[src/rtl/bop_round_ctrl_pkg.sv]
// Shared types and helpers for the bop-it round controller.
// Latency: n/a (declarations only).
// Backpressure: n/a.
// Contents: FSM state encoding, command codes, sound request codes,
//           BCD increment / integer-to-BCD / modulo-12 helpers.
package bopit_pkg;

  typedef enum logic [2:0] {
    ST_IDLE  = 3'd0,
    ST_ISSUE = 3'd1,
    ST_WAIT  = 3'd2,
    ST_WIN   = 3'd3,
    ST_OVER  = 3'd4
  } state_t;

  // Command codes: one per physical input; the code is also the bit index
  // of that input in the 12-bit action vector {btn, sw}.
  localparam logic [3:0] CMD_SW0  = 4'd0;
  localparam logic [3:0] CMD_SW1  = 4'd1;
  localparam logic [3:0] CMD_SW2  = 4'd2;
  localparam logic [3:0] CMD_SW3  = 4'd3;
  localparam logic [3:0] CMD_SW4  = 4'd4;
  localparam logic [3:0] CMD_SW5  = 4'd5;
  localparam logic [3:0] CMD_SW6  = 4'd6;
  localparam logic [3:0] CMD_SW7  = 4'd7;
  localparam logic [3:0] CMD_BTNU = 4'd8;
  localparam logic [3:0] CMD_BTNR = 4'd9;
  localparam logic [3:0] CMD_BTND = 4'd10;
  localparam logic [3:0] CMD_BTNL = 4'd11;

  localparam int NUM_CMDS = 12;

  localparam logic [1:0] SND_OFF  = 2'd0;
  localparam logic [1:0] SND_WIN  = 2'd1;
  localparam logic [1:0] SND_FAIL = 2'd2;

  // Two-digit BCD increment, 99 wraps to 00.
  function automatic logic [7:0] bcd_inc(input logic [7:0] v);
    logic [3:0] lo;
    logic [3:0] hi;
    lo = v[3:0];
    hi = v[7:4];
    if (lo >= 4'd9) begin
      lo = 4'd0;
      hi = (hi >= 4'd9) ? 4'd0 : hi + 4'd1;
    end else begin
      lo = lo + 4'd1;
    end
    return {hi, lo};
  endfunction

  // Elaboration-time conversion of a 0..99 integer to two BCD digits.
  function automatic logic [7:0] int_to_bcd(input int v);
    return {4'((v / 10) % 10), 4'(v % 10)};
  endfunction

  // rnd is at most 31, so two conditional subtractions cover mod 12.
  function automatic logic [3:0] mod12(input logic [4:0] r);
    logic [4:0] t;
    if (r >= 5'd24)      t = r - 5'd24;
    else if (r >= 5'd12) t = r - 5'd12;
    else                 t = r;
    return t[3:0];
  endfunction

endpackage

[src/rtl/bop_round_ctrl_if.sv]
// Player/host-facing bundle of the round controller.
// Latency: n/a (wires only).
// Backpressure: none; all signals are levels or one-cycle strobes.
// Ports: start/tick/rnd/sw/btn flow host->controller; cmd, cmd_valid,
//        timer_bcd, score_bcd, snd_req, game_over flow controller->host.
interface bop_round_ctrl_if;
  logic       start;
  logic       tick;
  logic [4:0] rnd;
  logic [7:0] sw;
  logic [3:0] btn;
  logic [3:0] cmd;
  logic       cmd_valid;
  logic [7:0] timer_bcd;
  logic [7:0] score_bcd;
  logic [1:0] snd_req;
  logic       game_over;

  // Host side drives stimulus and observes the game.
  modport master (
    output start, tick, rnd, sw, btn,
    input  cmd, cmd_valid, timer_bcd, score_bcd, snd_req, game_over
  );

  // Controller side.
  modport slave (
    input  start, tick, rnd, sw, btn,
    output cmd, cmd_valid, timer_bcd, score_bcd, snd_req, game_over
  );
endinterface

[src/rtl/bop_round_ctrl_bcd2_counter.sv]
// Two-digit BCD counter with clear and increment, wrapping 99 -> 00.
// Latency: value updates one clock after clr/inc.
// Backpressure: none; clr has priority over inc.
// Ports: clk, rst (sync, active-high), clr, inc, value[7:0].
module bcd2_counter
  import bopit_pkg::*;
(
  input  logic       clk,
  input  logic       rst,
  input  logic       clr,
  input  logic       inc,
  output logic [7:0] value
);

  always_ff @(posedge clk) begin
    if (rst || clr) begin
      value <= 8'h00;
    end else if (inc) begin
      value <= bcd_inc(value);
    end
  end

endmodule

[src/rtl/bop_round_ctrl.sv]
// Bop-it round controller: issues a random command, times the response,
// scores wins and signals game over.
// Latency: input edge -> WIN/OVER two clocks (input register + edge detect).
// Backpressure: none; inputs are sampled every cycle, nothing is stalled.
// Ports: clk, rst (sync, active-high); bus (slave modport) carries
//        start/tick/rnd/sw/btn in and cmd/cmd_valid/timer/score/snd/game_over out.
module bop_round_ctrl
  import bopit_pkg::*;
#(
  parameter int TIMEOUT_S      = 10,
  parameter int WIN_DELAY      = 3,
  parameter int FAIL_SND_TICKS = 1
) (
  input  logic            clk,
  input  logic            rst,
  bop_round_ctrl_if.slave bus
);

  localparam logic [7:0] TIMEOUT_BCD = int_to_bcd(TIMEOUT_S);
  localparam logic [3:0] WIN_LAST    = 4'(WIN_DELAY - 1);
  localparam logic [3:0] FAIL_LAST   = 4'(FAIL_SND_TICKS - 1);

  state_t     state;
  logic [3:0] cmd_r;
  logic       cmd_valid_r;
  logic [1:0] snd_r;
  logic       game_over_r;
  logic [3:0] tick_cnt;

  logic [7:0] sw_q, sw_prev;
  logic [3:0] btn_q, btn_prev;

  // The input registers load the live levels during reset so that anything
  // already held high at release looks like a steady level, not an edge.
  always_ff @(posedge clk) begin
    if (rst) begin
      sw_q     <= bus.sw;
      sw_prev  <= bus.sw;
      btn_q    <= bus.btn;
      btn_prev <= bus.btn;
    end else begin
      sw_q     <= bus.sw;
      sw_prev  <= sw_q;
      btn_q    <= bus.btn;
      btn_prev <= btn_q;
    end
  end

  // Action vector bit n corresponds to command code n.
  logic [NUM_CMDS-1:0] act;
  logic [NUM_CMDS-1:0] target;
  logic                act_any;
  logic                act_hit;

  assign act     = {btn_q & ~btn_prev, sw_q & ~sw_prev};
  assign target  = 12'd1 << cmd_r;
  assign act_any = |act;
  assign act_hit = (act == target);

  // Counter controls. start clears everything; an action in WAIT takes
  // precedence over a coincident tick, so the timer does not advance then.
  logic [7:0] timer_bcd;
  logic [7:0] score_bcd;
  logic       timer_clr, timer_inc, timeout;
  logic       score_clr, score_inc;

  assign timer_clr = bus.start || (state == ST_ISSUE);
  assign timer_inc = (state == ST_WAIT) && bus.tick && !act_any && !bus.start;
  assign timeout   = (bcd_inc(timer_bcd) == TIMEOUT_BCD);
  assign score_clr = bus.start;
  assign score_inc = (state == ST_WIN) && bus.tick && !bus.start
                     && (tick_cnt == WIN_LAST);

  bcd2_counter u_timer (
    .clk   (clk),
    .rst   (rst),
    .clr   (timer_clr),
    .inc   (timer_inc),
    .value (timer_bcd)
  );

  bcd2_counter u_score (
    .clk   (clk),
    .rst   (rst),
    .clr   (score_clr),
    .inc   (score_inc),
    .value (score_bcd)
  );

  // tick_cnt counts ticks spent in WIN (towards the next command) or in
  // OVER (towards silencing the fail tone); it is zeroed on entry to both.
  always_ff @(posedge clk) begin
    if (rst) begin
      state       <= ST_IDLE;
      cmd_r       <= CMD_SW0;
      cmd_valid_r <= 1'b0;
      snd_r       <= SND_OFF;
      game_over_r <= 1'b0;
      tick_cnt    <= 4'd0;
    end else if (bus.start) begin
      state       <= ST_ISSUE;
      cmd_valid_r <= 1'b0;
      snd_r       <= SND_OFF;
      game_over_r <= 1'b0;
      tick_cnt    <= 4'd0;
    end else begin
      case (state)
        ST_IDLE: begin
        end
        ST_ISSUE: begin
          cmd_r       <= mod12(bus.rnd);
          cmd_valid_r <= 1'b1;
          snd_r       <= SND_OFF;
          state       <= ST_WAIT;
        end
        ST_WAIT: begin
          if (act_any) begin
            cmd_valid_r <= 1'b0;
            tick_cnt    <= 4'd0;
            if (act_hit) begin
              state <= ST_WIN;
              snd_r <= SND_WIN;
            end else begin
              state       <= ST_OVER;
              snd_r       <= SND_FAIL;
              game_over_r <= 1'b1;
            end
          end else if (bus.tick && timeout) begin
            cmd_valid_r <= 1'b0;
            tick_cnt    <= 4'd0;
            state       <= ST_OVER;
            snd_r       <= SND_FAIL;
            game_over_r <= 1'b1;
          end
        end
        ST_WIN: begin
          if (bus.tick) begin
            snd_r <= SND_OFF;
            if (tick_cnt == WIN_LAST) begin
              tick_cnt <= 4'd0;
              state    <= ST_ISSUE;
            end else begin
              tick_cnt <= tick_cnt + 4'd1;
            end
          end
        end
        ST_OVER: begin
          // Count only while the tone is still on; after that OVER is static.
          if (bus.tick && (snd_r == SND_FAIL)) begin
            if (tick_cnt == FAIL_LAST) begin
              snd_r <= SND_OFF;
            end else begin
              tick_cnt <= tick_cnt + 4'd1;
            end
          end
        end
        default: state <= ST_IDLE;
      endcase
    end
  end

  assign bus.cmd       = cmd_r;
  assign bus.cmd_valid = cmd_valid_r;
  assign bus.timer_bcd = timer_bcd;
  assign bus.score_bcd = score_bcd;
  assign bus.snd_req   = snd_r;
  assign bus.game_over = game_over_r;

endmodule

[src/flat_wrapper.sv]
// flat-port wrapper written by rule: the top's interface ports become plain ports
module bop_round_ctrl_flat import bopit_pkg::*;
#(
  parameter int TIMEOUT_S      = 10,
  parameter int WIN_DELAY      = 3,
  parameter int FAIL_SND_TICKS = 1
)
  (clk, rst, bus_start, bus_tick, bus_rnd, bus_sw, bus_btn, bus_cmd, bus_cmd_valid, bus_timer_bcd, bus_score_bcd, bus_snd_req, bus_game_over);
  bop_round_ctrl_if bus_i ();
  input  logic clk;
  input  logic rst;
  input wire logic [$bits(bus_i.start)-1:0] bus_start;
  input wire logic [$bits(bus_i.tick)-1:0] bus_tick;
  input wire logic [$bits(bus_i.rnd)-1:0] bus_rnd;
  input wire logic [$bits(bus_i.sw)-1:0] bus_sw;
  input wire logic [$bits(bus_i.btn)-1:0] bus_btn;
  output wire logic [$bits(bus_i.cmd)-1:0] bus_cmd;
  output wire logic [$bits(bus_i.cmd_valid)-1:0] bus_cmd_valid;
  output wire logic [$bits(bus_i.timer_bcd)-1:0] bus_timer_bcd;
  output wire logic [$bits(bus_i.score_bcd)-1:0] bus_score_bcd;
  output wire logic [$bits(bus_i.snd_req)-1:0] bus_snd_req;
  output wire logic [$bits(bus_i.game_over)-1:0] bus_game_over;
  assign bus_i.start = bus_start;
  assign bus_i.tick = bus_tick;
  assign bus_i.rnd = bus_rnd;
  assign bus_i.sw = bus_sw;
  assign bus_i.btn = bus_btn;
  assign bus_cmd = bus_i.cmd;
  assign bus_cmd_valid = bus_i.cmd_valid;
  assign bus_timer_bcd = bus_i.timer_bcd;
  assign bus_score_bcd = bus_i.score_bcd;
  assign bus_snd_req = bus_i.snd_req;
  assign bus_game_over = bus_i.game_over;
  bop_round_ctrl #(.TIMEOUT_S(TIMEOUT_S), .WIN_DELAY(WIN_DELAY), .FAIL_SND_TICKS(FAIL_SND_TICKS)) u_core (.clk(clk), .rst(rst), .bus(bus_i));
endmodule
[config.mk]
export PLATFORM = sky130hd
export DESIGN_NAME = bop_round_ctrl_flat
export DESIGN_NICKNAME = d
export VERILOG_FILES = /design/src/rtl/bop_round_ctrl_pkg.sv /design/src/rtl/bop_round_ctrl_if.sv /design/src/rtl/bop_round_ctrl_bcd2_counter.sv /design/src/rtl/bop_round_ctrl.sv /design/src/flat_wrapper.sv
export SDC_FILE = /design/constraint.sdc
export NUM_CORES = 1
export LEC_CHECK = 0
export ABC_CLOCK_PERIOD_IN_PS = 3300
export CAP_MARGIN = 10
export CELL_PAD_IN_SITES_DETAIL_PLACEMENT = 1
export CELL_PAD_IN_SITES_GLOBAL_PLACEMENT = 1
export CORE_ASPECT_RATIO = 0.9
export CORE_MARGIN = 3
export CORE_UTILIZATION = 23
export CTS_CLUSTER_SIZE = 40
export DETAILED_ROUTE_END_ITERATION = 8
export GPL_TIMING_DRIVEN = 1
export HOLD_SLACK_MARGIN = 0.15
export PLACE_DENSITY_LB_ADDON = 0.08
export SYNTH_ARGS = -nofsm -noshare
export SYNTH_HDL_FRONTEND = slang
export SYNTH_HIERARCHICAL = 1
export SYNTH_SLANG_ARGS = --single-unit
[constraint.sdc]
create_clock -name clk -period 3.3 [get_ports clk]
set_input_delay 0.66 -clock clk [delete_from_list [all_inputs] [get_ports clk]]
set_output_delay 0.66 -clock clk [all_outputs]
set_load 0.05 [all_outputs]
---- After elaboration in Yosys (flattened, before gate mapping) ----
Cells that the tools add are included.
storage, ports and cells
  register bits ........................... 55
  logic and storage cells ................. 119
operators by class
  add/sub/neg operators ................... 7
  magnitude comparators ................... 6
  equal/unequal tests ..................... 19
  shift operators ......................... 1
  muxes and demuxes ....................... 36
  bitwise gates (word level) .............. 6
  reductions and logical operators ........ 30
operators by type and width
  kind                  count
  $mux 4                14
  $add 4x1->4 const B   5
  $ge 4x4->1 const B    4
  $mux 3                5
  $eq 12x12->1          1
  $mux 2                6
  $pmux 3 s4            1
  $pmux 4 s3            1
  $reduce_or 12->1      1
  $shl 1x4->12 const A  1
  $reduce_and 5->1      2
  $and 8x8->8           1
  $eq 8x5->1 const B    1
  $logic_and 1x1->1     8
  $mux 8                1
  $ne 2x2->1 const B    4
  $not 8->8             1
  $pmux 2 s4            1
  $reduce_and 4->1      2
  $sub 4x4->4 const B   2
  $eq 3x2->1 const B    2
  $mux 1                6
  $ne 2x1->1 const B    3
  $ne 3x3->1 const B    2
  22 further kinds      30

---- Depth between registers and ports, before layout ----
Gate-level depths: netlist (run 1).
  depth after elaboration ................. 9
  mapped depth ............................ 8
  mapped depth without buffers ............ 8

---- Cells and area by module ----
The synthesis (run 1) kept the hierarchy.
modules (own cells, without submodules)
  module          instances  cells each  area each (sq um)  seq. area each (sq um)
  bop_round_ctrl  1          233         2123.3             780.7
  bcd2_counter    2          49          467.9              160.2

---- Worst setup path after synthesis (run 1) ----
OpenSTA, ideal clock, no wires.
  path type ............................... reg2reg
  start point ............................. register u_core.u_timer.value[0]
  end point ............................... register u_core.tick_cnt[3]
  arrival ................................. 2.637 ns
  required time ........................... 3.183 ns
  setup slack ............................. 0.546 ns
  stages on the path, launching flop included .. 9
  clock period less this slack ............ 2.754 ns
  cell sequence ........................... dfxtp_1 -> inv_1 -> ha_1 -> or4b_4 -> a2111oi_4 -> nor2_2 -> a21oi_4 -> o21ai_1 -> a32o_1
between the ends
  word-level cells in the longest chain between the ends .. 6
  elaborated cells between the ends (all ways) .. 8
  classes of those cells .................. add/sub (1); order compare (1); eq/ne (2); mux (2); reduce/logical (2)
ends and longest elaborated chain
  what                                              RTL line                                            source
  start: declaration                                bop_round_ctrl_bcd2_counter.sv:12                   output logic [7:0] value
  start signal: assignment                          bop_round_ctrl_bcd2_counter.sv:19                   value <= bcd_inc(value);
  $add 4x1->4 / $ge 4x4->1 (equally long branches)  bop_round_ctrl_pkg.sv:47, bop_round_ctrl_pkg.sv:43
  $mux 4                                            bop_round_ctrl_pkg.sv:43                            if (lo >= 4'd9) begin
  $eq 8x5->1 (*)                                    bop_round_ctrl.sv:69                                assign timeout = (bcd_inc(timer_bcd) == TIMEOUT_BCD);
  $logic_and 1x1->1 (*)                             bop_round_ctrl.sv:128                               end else if (bus.tick && timeout) begin
  $ne 3x2->1 (no line) (*)                          n/a
  $reduce_and 5->1 (no line) (*)                    n/a
  end signal: assignment                            bop_round_ctrl.sv:143                               tick_cnt <= tick_cnt + 4'd1;
  end signal: assignment                            bop_round_ctrl.sv:153                               tick_cnt <= tick_cnt + 4'd1;
  end: declaration                                  bop_round_ctrl.sv:28                                logic [3:0] tick_cnt;
Every way passes the cells marked *; elsewhere a longest branch is shown, timed or not.
A chain may end at the register's enable or synchronous reset.

---- Worst setup path in the final report (run 1) ----
Same ends and word-level chain as after synthesis.

==> results.json, run 1 <==
{
  "fin_nets": 423,
  "timing.rr.end": "u_core/tick_cnt[3]",
  "whs_endpoint": "u_core/bus.game_over",
  "worstSetupEndpointType": "register",
  "gp_congestion": 0.735,
  "yosysWarnings": 6,
  "grt_max_degree": 16,
  "synth_compound_gate_area_share_pct": 16.9,
  "muxShareOfSynthArea_pct": 6.01,
  "antenna_found_initial": 0,
  "whs_path_depth": 2,
  "grt_usage_pct": 11.2,
  "ctsResizeCount": 0,
  "rsz0062_at_grt": "no",
  "relSlewSlack_pct": 47.3,
  "clock-skew-final_ps": 9.00,
  "clkSinkCount": 55,
  "drt_pass1_iterations": 4,
  "worstSetupStartpointType": "register",
  "hold_ws_ps": 481,
  "htreeDepth": 2,
  "ant_nets": 0,
  "die_w_um": 128,
  "clkLatencyLatePin_ps": 310,
  "hold_start": "u_core/bus.game_over",
  "fin_area_um2": 3860,
  "slowest_stage": "dfxtp_1",
  "synth_cell_types": 61,
  "r2r-start": "u_core/u_timer/value[0]",
  "syn2layout_area_growth_pct": 26.2,
  "worstPathArrival_ps": 2830,
  "slew_violations": 0,
  "crit_chain": "inv_1 > ha_1 > or4b_4 > a2111oi_4 > nor2_2 > a21oi_4 > o21ai_1 > a32o_1",
  "crit_family": "compound AO/OA/AOI/OAI gates",
  "synthSimpleGateAreaFrac_pct": 26.1,
  "synth_enable_flop_cells": 0,
  "worstPathMaxFanout": 10,
  "multi_input_area_um2": 1860,
  "synth-xor-area-share_pct": 2.86,
  "syn-num-nets": 374,
  "status": "finished clean",
  "io_pins": 45,
  "vias_per_cell": 4.60,
  "fillers": 1506,
  "power_leakage_nw": 1.35,
  "hold_class": "reg -> reg",
  "die_area_um2": 14700,
  "synth_area_per_cell_um2": 9.24,
  "most-common-layout-cells": "dfxtp_1, clkdlybuf4s50_1, nor2_1, ha_1, nand2b_1",
  "root_buffer": "clkbuf_16",
  "layout_worst_path_cycle_share_pct": 79.6,
  "initial_utilization_pct": 23.8,
  "postSynthCellCount": 331,
  "cts.clk_slew.worst_paths_ps": 80,
  "fmax_mhz": 381,
  "antenna_cells": 0,
  "final-seq-area_um2": 1100,
  "drt_iter0_drc": 109,
  "ys_ff_latch": 55,
  "grt_pass1_vias": 2526,
  "yosysSeqAreaShare_pct": 36.0,
  "drc": 0,
  "path_buf_inv": 1,
  "synth_fa_ha_area_share_pct": 9.00,
  "clock_path_buffers": 2,
  "routed_wl_um": 7830,
  "fp.dieH_um": 115,
  "worst_slew_pin_slew_ps": 783,
  "wl_per_cell_um": 14.4,
  "required_ps": 3500,
  "overflow": 0,
  "hold_buffers": 0,
  "cts_setup_buffers": 0,
  "grt_pass1_wl_um": 13100,
  "async_reset_ff_share_pct": 0,
  "ys.flop_type": "dfxtp_1",
  "vias": 2501,
  "port_buffers": 44,
  "hpwl_um": 6060,
  "cts_buffers": 5,
  "synth_top_family_by_area": "simple AND/OR/NAND/NOR gates",
  "rows": 39,
  "ir_worst_vdd_v": 0.000168,
  "core_um2": 12800,
  "rr_worst_depth": 8,
  "fin_setup_tns_ps": 0,
  "path_class": "reg -> reg",
  "hold_viol": 0,
  "reg2reg_slack_ps": 670,
  "final_common_cell": "dfxtp_1",
  "place_area_um2": 3720,
  "power_per_cell_area_nw_per_um2": 368,
  "cts_tree": "yes",
  "setup_viol": 0,
  "cap_violations": 0,
  "period_needed_ps": 2630,
  "slowest_delay_ps": 550,
  "syn_area_um2": 3060,
  "layout-drive-gt1-share_pct": 14.2
}
==> state kept, by name (all words and copies together), names as in the netlist, 2 cells and up <==
name / cells
u_core/u_timer/value: 8
u_core/sw_prev: 8
u_core/tick_cnt: 4
u_core/btn_q: 4
u_core/bus.snd_req: 2
u_core/state: 3
u_core/btn_prev: 4
u_core/bus.cmd: 4
u_core/sw_q: 8
u_core/u_score/value: 8
==> metrics by stage <==
step | power [mW] | util (%) | setup WS (ps) | cells
floorplan | 0.817 | - | 546 | 331
global placement | 0.883 | 29.0 | 664 | 537
detailed placement | 0.884 | 29.0 | 668 | 537
CTS | 1.45 | 30.1 | 658 | 544
global route | 1.49 | 30.1 | 480 | 544
finish | 1.42 | 30.1 | 673 | 544
==> synth_stat cells, drive strengths merged (3+ instances only) <==
master   n  area [µm²]
a211oi   5        37.5
a21boi   4        37.5
a21oi    8        51.3
a31oi    4        25.0
a32o     3        30.0
clkbuf   7        26.3
dfxtp   55        1100
ha      22         275
inv     19        71.3
mux2    11         124
mux2i    6        60.1
nand2   23         106
nand2b  21         131
nand3    8        40.0
nand3b   3        22.5
nand4    9        56.3
nand4b   4        35.0
nor2    34         155
nor2b    4        25.0
nor3    10        55.1
nor3b    4        57.6
o21ai   13        65.1
o31ai    7        52.6
or2      5        36.3
xnor2    3        26.3
xor2     7        61.3
==> kinds of logic after synthesis <==
family	count (synthesis)
AO/OA/AOI/OAI	66
XOR/XNOR	10
adder cells (fa/ha/maj)	22
buffers and inverters	26
flip-flops	55
multiplexers	17
AND/OR/NAND/NOR	135
==> how the worst max path moves through the flow <==
stage	startpoint	endpoint	slack, ps	depth (start not counted)
final	u_core/u_timer/value[0]	u_core/tick_cnt[3]	670	8
after global routing	u_core/u_timer/value[0]	u_core/tick_cnt[2]	480	8
after CTS	u_core/u_timer/value[0]	u_core/tick_cnt[3]	660	8
after detailed placement	bus_start	u_core/u_score/value[7]	670	8
after global placement	bus_start	u_core/u_score/value[7]	660	8
after floorplan	u_core/u_timer/value[0]	u_core/tick_cnt[3]	550	8
==> worst min-delay path, cell delays in order (launching register included) <==
cell     delay, ps
dfxtp_1        320
nand2_1         60
o31ai_1         60
==> layout make-up <==
class | count | share of cell area, %
flip-flops and latches | 55 | 28.5
clock inverters | 1 | 0.130
inverters | 19 | 1.85
multi-input cells | 250 | 48.2
well taps | 164 | 5.32
clock buffers | 6 | 3.60
repair buffers | 49 | 12.4
==> layer usage <==
metal	vias to the layer above	GRT usage [%]	part of all wire (%)
met4	0	4.50	1.7
li1	1282	-	-
met3	8	2.40	2.9
met2	26	18.1	46
met5	-	0	0
met1	1185	14.7	49
==> report_power, final <==
group          switching, mW  leakage [nW]  internal (mW)  total (mW)
logic                 0.0846         0.829         0.0764       0.161
registers             0.0176         0.453          0.687       0.705
clock network          0.255        0.0727          0.298       0.553
total                  0.358          1.35           1.06        1.42
No activity file was read; power rests on OpenSTA's default activity.
==> run 2, diff against run 1 <==
--- a/config.mk
+++ b/config.mk
@@ -5,7 +5,7 @@
 export SDC_FILE = /design/constraint.sdc
 export NUM_CORES = 1
 export LEC_CHECK = 0
-export ABC_CLOCK_PERIOD_IN_PS = 3300
+export ABC_CLOCK_PERIOD_IN_PS = 2700
 export CAP_MARGIN = 10
 export CELL_PAD_IN_SITES_DETAIL_PLACEMENT = 1
 export CELL_PAD_IN_SITES_GLOBAL_PLACEMENT = 1
==> constraint.sdc (replaced) <==
create_clock -name clk -period 2.7 [get_ports clk]
set_input_delay 0.54 -clock clk [delete_from_list [all_inputs] [get_ports clk]]
set_output_delay 0.54 -clock clk [all_outputs]
set_load 0.05 [all_outputs]
==> results.json, run 2 (synthesized netlist as in run 1, its figures left out) <==
{
  "overflow": 0,
  "power_leakage_nw": 1.40,
  "rsz0062_at_grt": "no",
  "layout_worst_path_cycle_share_pct": 90.5,
  "ctsResizeCount": 0,
  "required_ps": 2890,
  "hpwl_um": 6070,
  "port_buffers": 44,
  "grt_usage_pct": 11.0,
  "drc": 0,
  "hold_buffers": 0,
  "routed_wl_um": 7830,
  "place_inst": 544,
  "fp.dieH_um": 115,
  "path_class": "reg -> reg",
  "htreeDepth": 2,
  "clkLatencyLatePin_ps": 300,
  "grt_pass1_wl_um": 13000,
  "initial_utilization_pct": 23.8,
  "final_core_util_pct": 30.6,
  "wl_per_cell_um": 14.2,
  "grt_max_degree": 19,
  "vias_per_cell": 4.55,
  "status": "finished clean",
  "hold_viol": 0,
  "antenna_cells": 0,
  "most-common-layout-cells": "dfxtp_1, clkdlybuf4s50_1, nor2_1, ha_1, nand2b_1",
  "ant_nets": 0,
  "die_area_um2": 14700,
  "clock_path_buffers": 2,
  "setup_viol": 0,
  "fin_nets": 430,
  "die_w_um": 128,
  "slowest_stage": "or4b_4",
  "worst_slew_pin_slew_ps": 540,
  "grt_pass1_vias": 2575,
  "crit_chain": "inv_1 > ha_1 > or4b_4 > a2111oi_4 > nor2_2 > a21oi_4 > o21ai_1 > a32o_1",
  "period_needed_ps": 2440,
  "cts_tree": "yes",
  "worstSetupStartpointType": "register",
  "place_area_um2": 3770,
  "worstSetupEndpointType": "register",
  "cts_setup_buffers": 0,
  "syn2layout_area_growth_pct": 28.5,
  "layout-drive-gt1-share_pct": 16.5,
  "cts.clk_slew.worst_paths_ps": 70,
  "final_common_cell": "dfxtp_1",
  "drt_iter0_drc": 56,
  "slowest_delay_ps": 490,
  "vias": 2512,
  "cap_violations": 0,
  "worstPathMaxFanout": 8,
  "io_pins": 45,
  "hold_class": "reg -> reg",
  "fin_setup_tns_ps": 0,
  "crit_family": "compound AO/OA/AOI/OAI gates",
  "clock-skew-final_ps": 6.95,
  "hold_ws_ps": 475,
  "power_per_cell_area_nw_per_um2": 449,
  "relSlewSlack_pct": 63.8,
  "worstPathArrival_ps": 2640,
  "path_buf_inv": 1,
  "fin_cells": 552,
  "drt_pass1_iterations": 4,
  "rows": 39,
  "fmax_mhz": 409,
  "antenna_found_initial": 0,
  "cts_buffers": 5,
  "core_um2": 12800,
  "ir_worst_vdd_v": 0.000243,
  "clkSinkCount": 55,
  "fin_area_um2": 3930,
  "slew_violations": 0,
  "gp_congestion": 0.737,
  "root_buffer": "clkbuf_16"
}
==> run 2: path summary, 6_finish.rpt <==
check | slack, ps | cells after the start | to | start
max | 260 | 8 | u_core/tick_cnt[2] | u_core/u_timer/value[1]
min | 470 | 2 | u_core/bus.game_over | u_core/bus.game_over
max reg2reg | 260 | 8 | u_core/tick_cnt[2] | u_core/u_timer/value[1]
min reg2reg | 470 | 2 | u_core/bus.game_over | u_core/bus.game_over
==> run 2: worst reg2reg max path: cells and delay by family, from the launching register on <==
| family | cells | cell delay, ps |
|---|---|---|
| buf+inv | 1 | 80 |
| flops | 1 | 390 |
| compound gates | 4 | 1000 |
| simple gates | 2 | 610 |
| fa+ha+maj | 1 | 270 |
==> run 2: metal layers <==
layer / wire length, µm / track usage, % / share of wire (%) / up-vias
li1: - / - / - / 1294
met1: 3930 / 14.3 / 50 / 1188
met2: 3600 / 18.3 / 46 / 25
met3: 214 / 2.30 / 2.7 / 5
met4: 81 / 3.22 / 1.0 / 0
met5: 0 / 0 / 0 / -
==> run 2: power by group <==
part	switching (mW)	total, mW	internal (mW)
sequential	0.0208	0.860	0.839
combinational	0.105	0.201	0.0961
clock	0.324	0.703	0.379
==> run 2: final cells by class <==
type                    instances  area, µm²
repair buffers                 56        531
clock inverters                 2       20.0
flip-flops and latches         55       1100
well taps                     164        205
inverters                      19       71.3
fillers                      1493       8900
multi-input cells             250       1860
clock buffers                   6        139
==> run 2: per-stage QoR <==
step                power [mW]  worst slack [ps]
floorplan                0.999              15.2
global placement          1.08               307
detailed placement        1.08               257
CTS                       1.80               235
global route              1.85              83.5
finish                    1.76               257
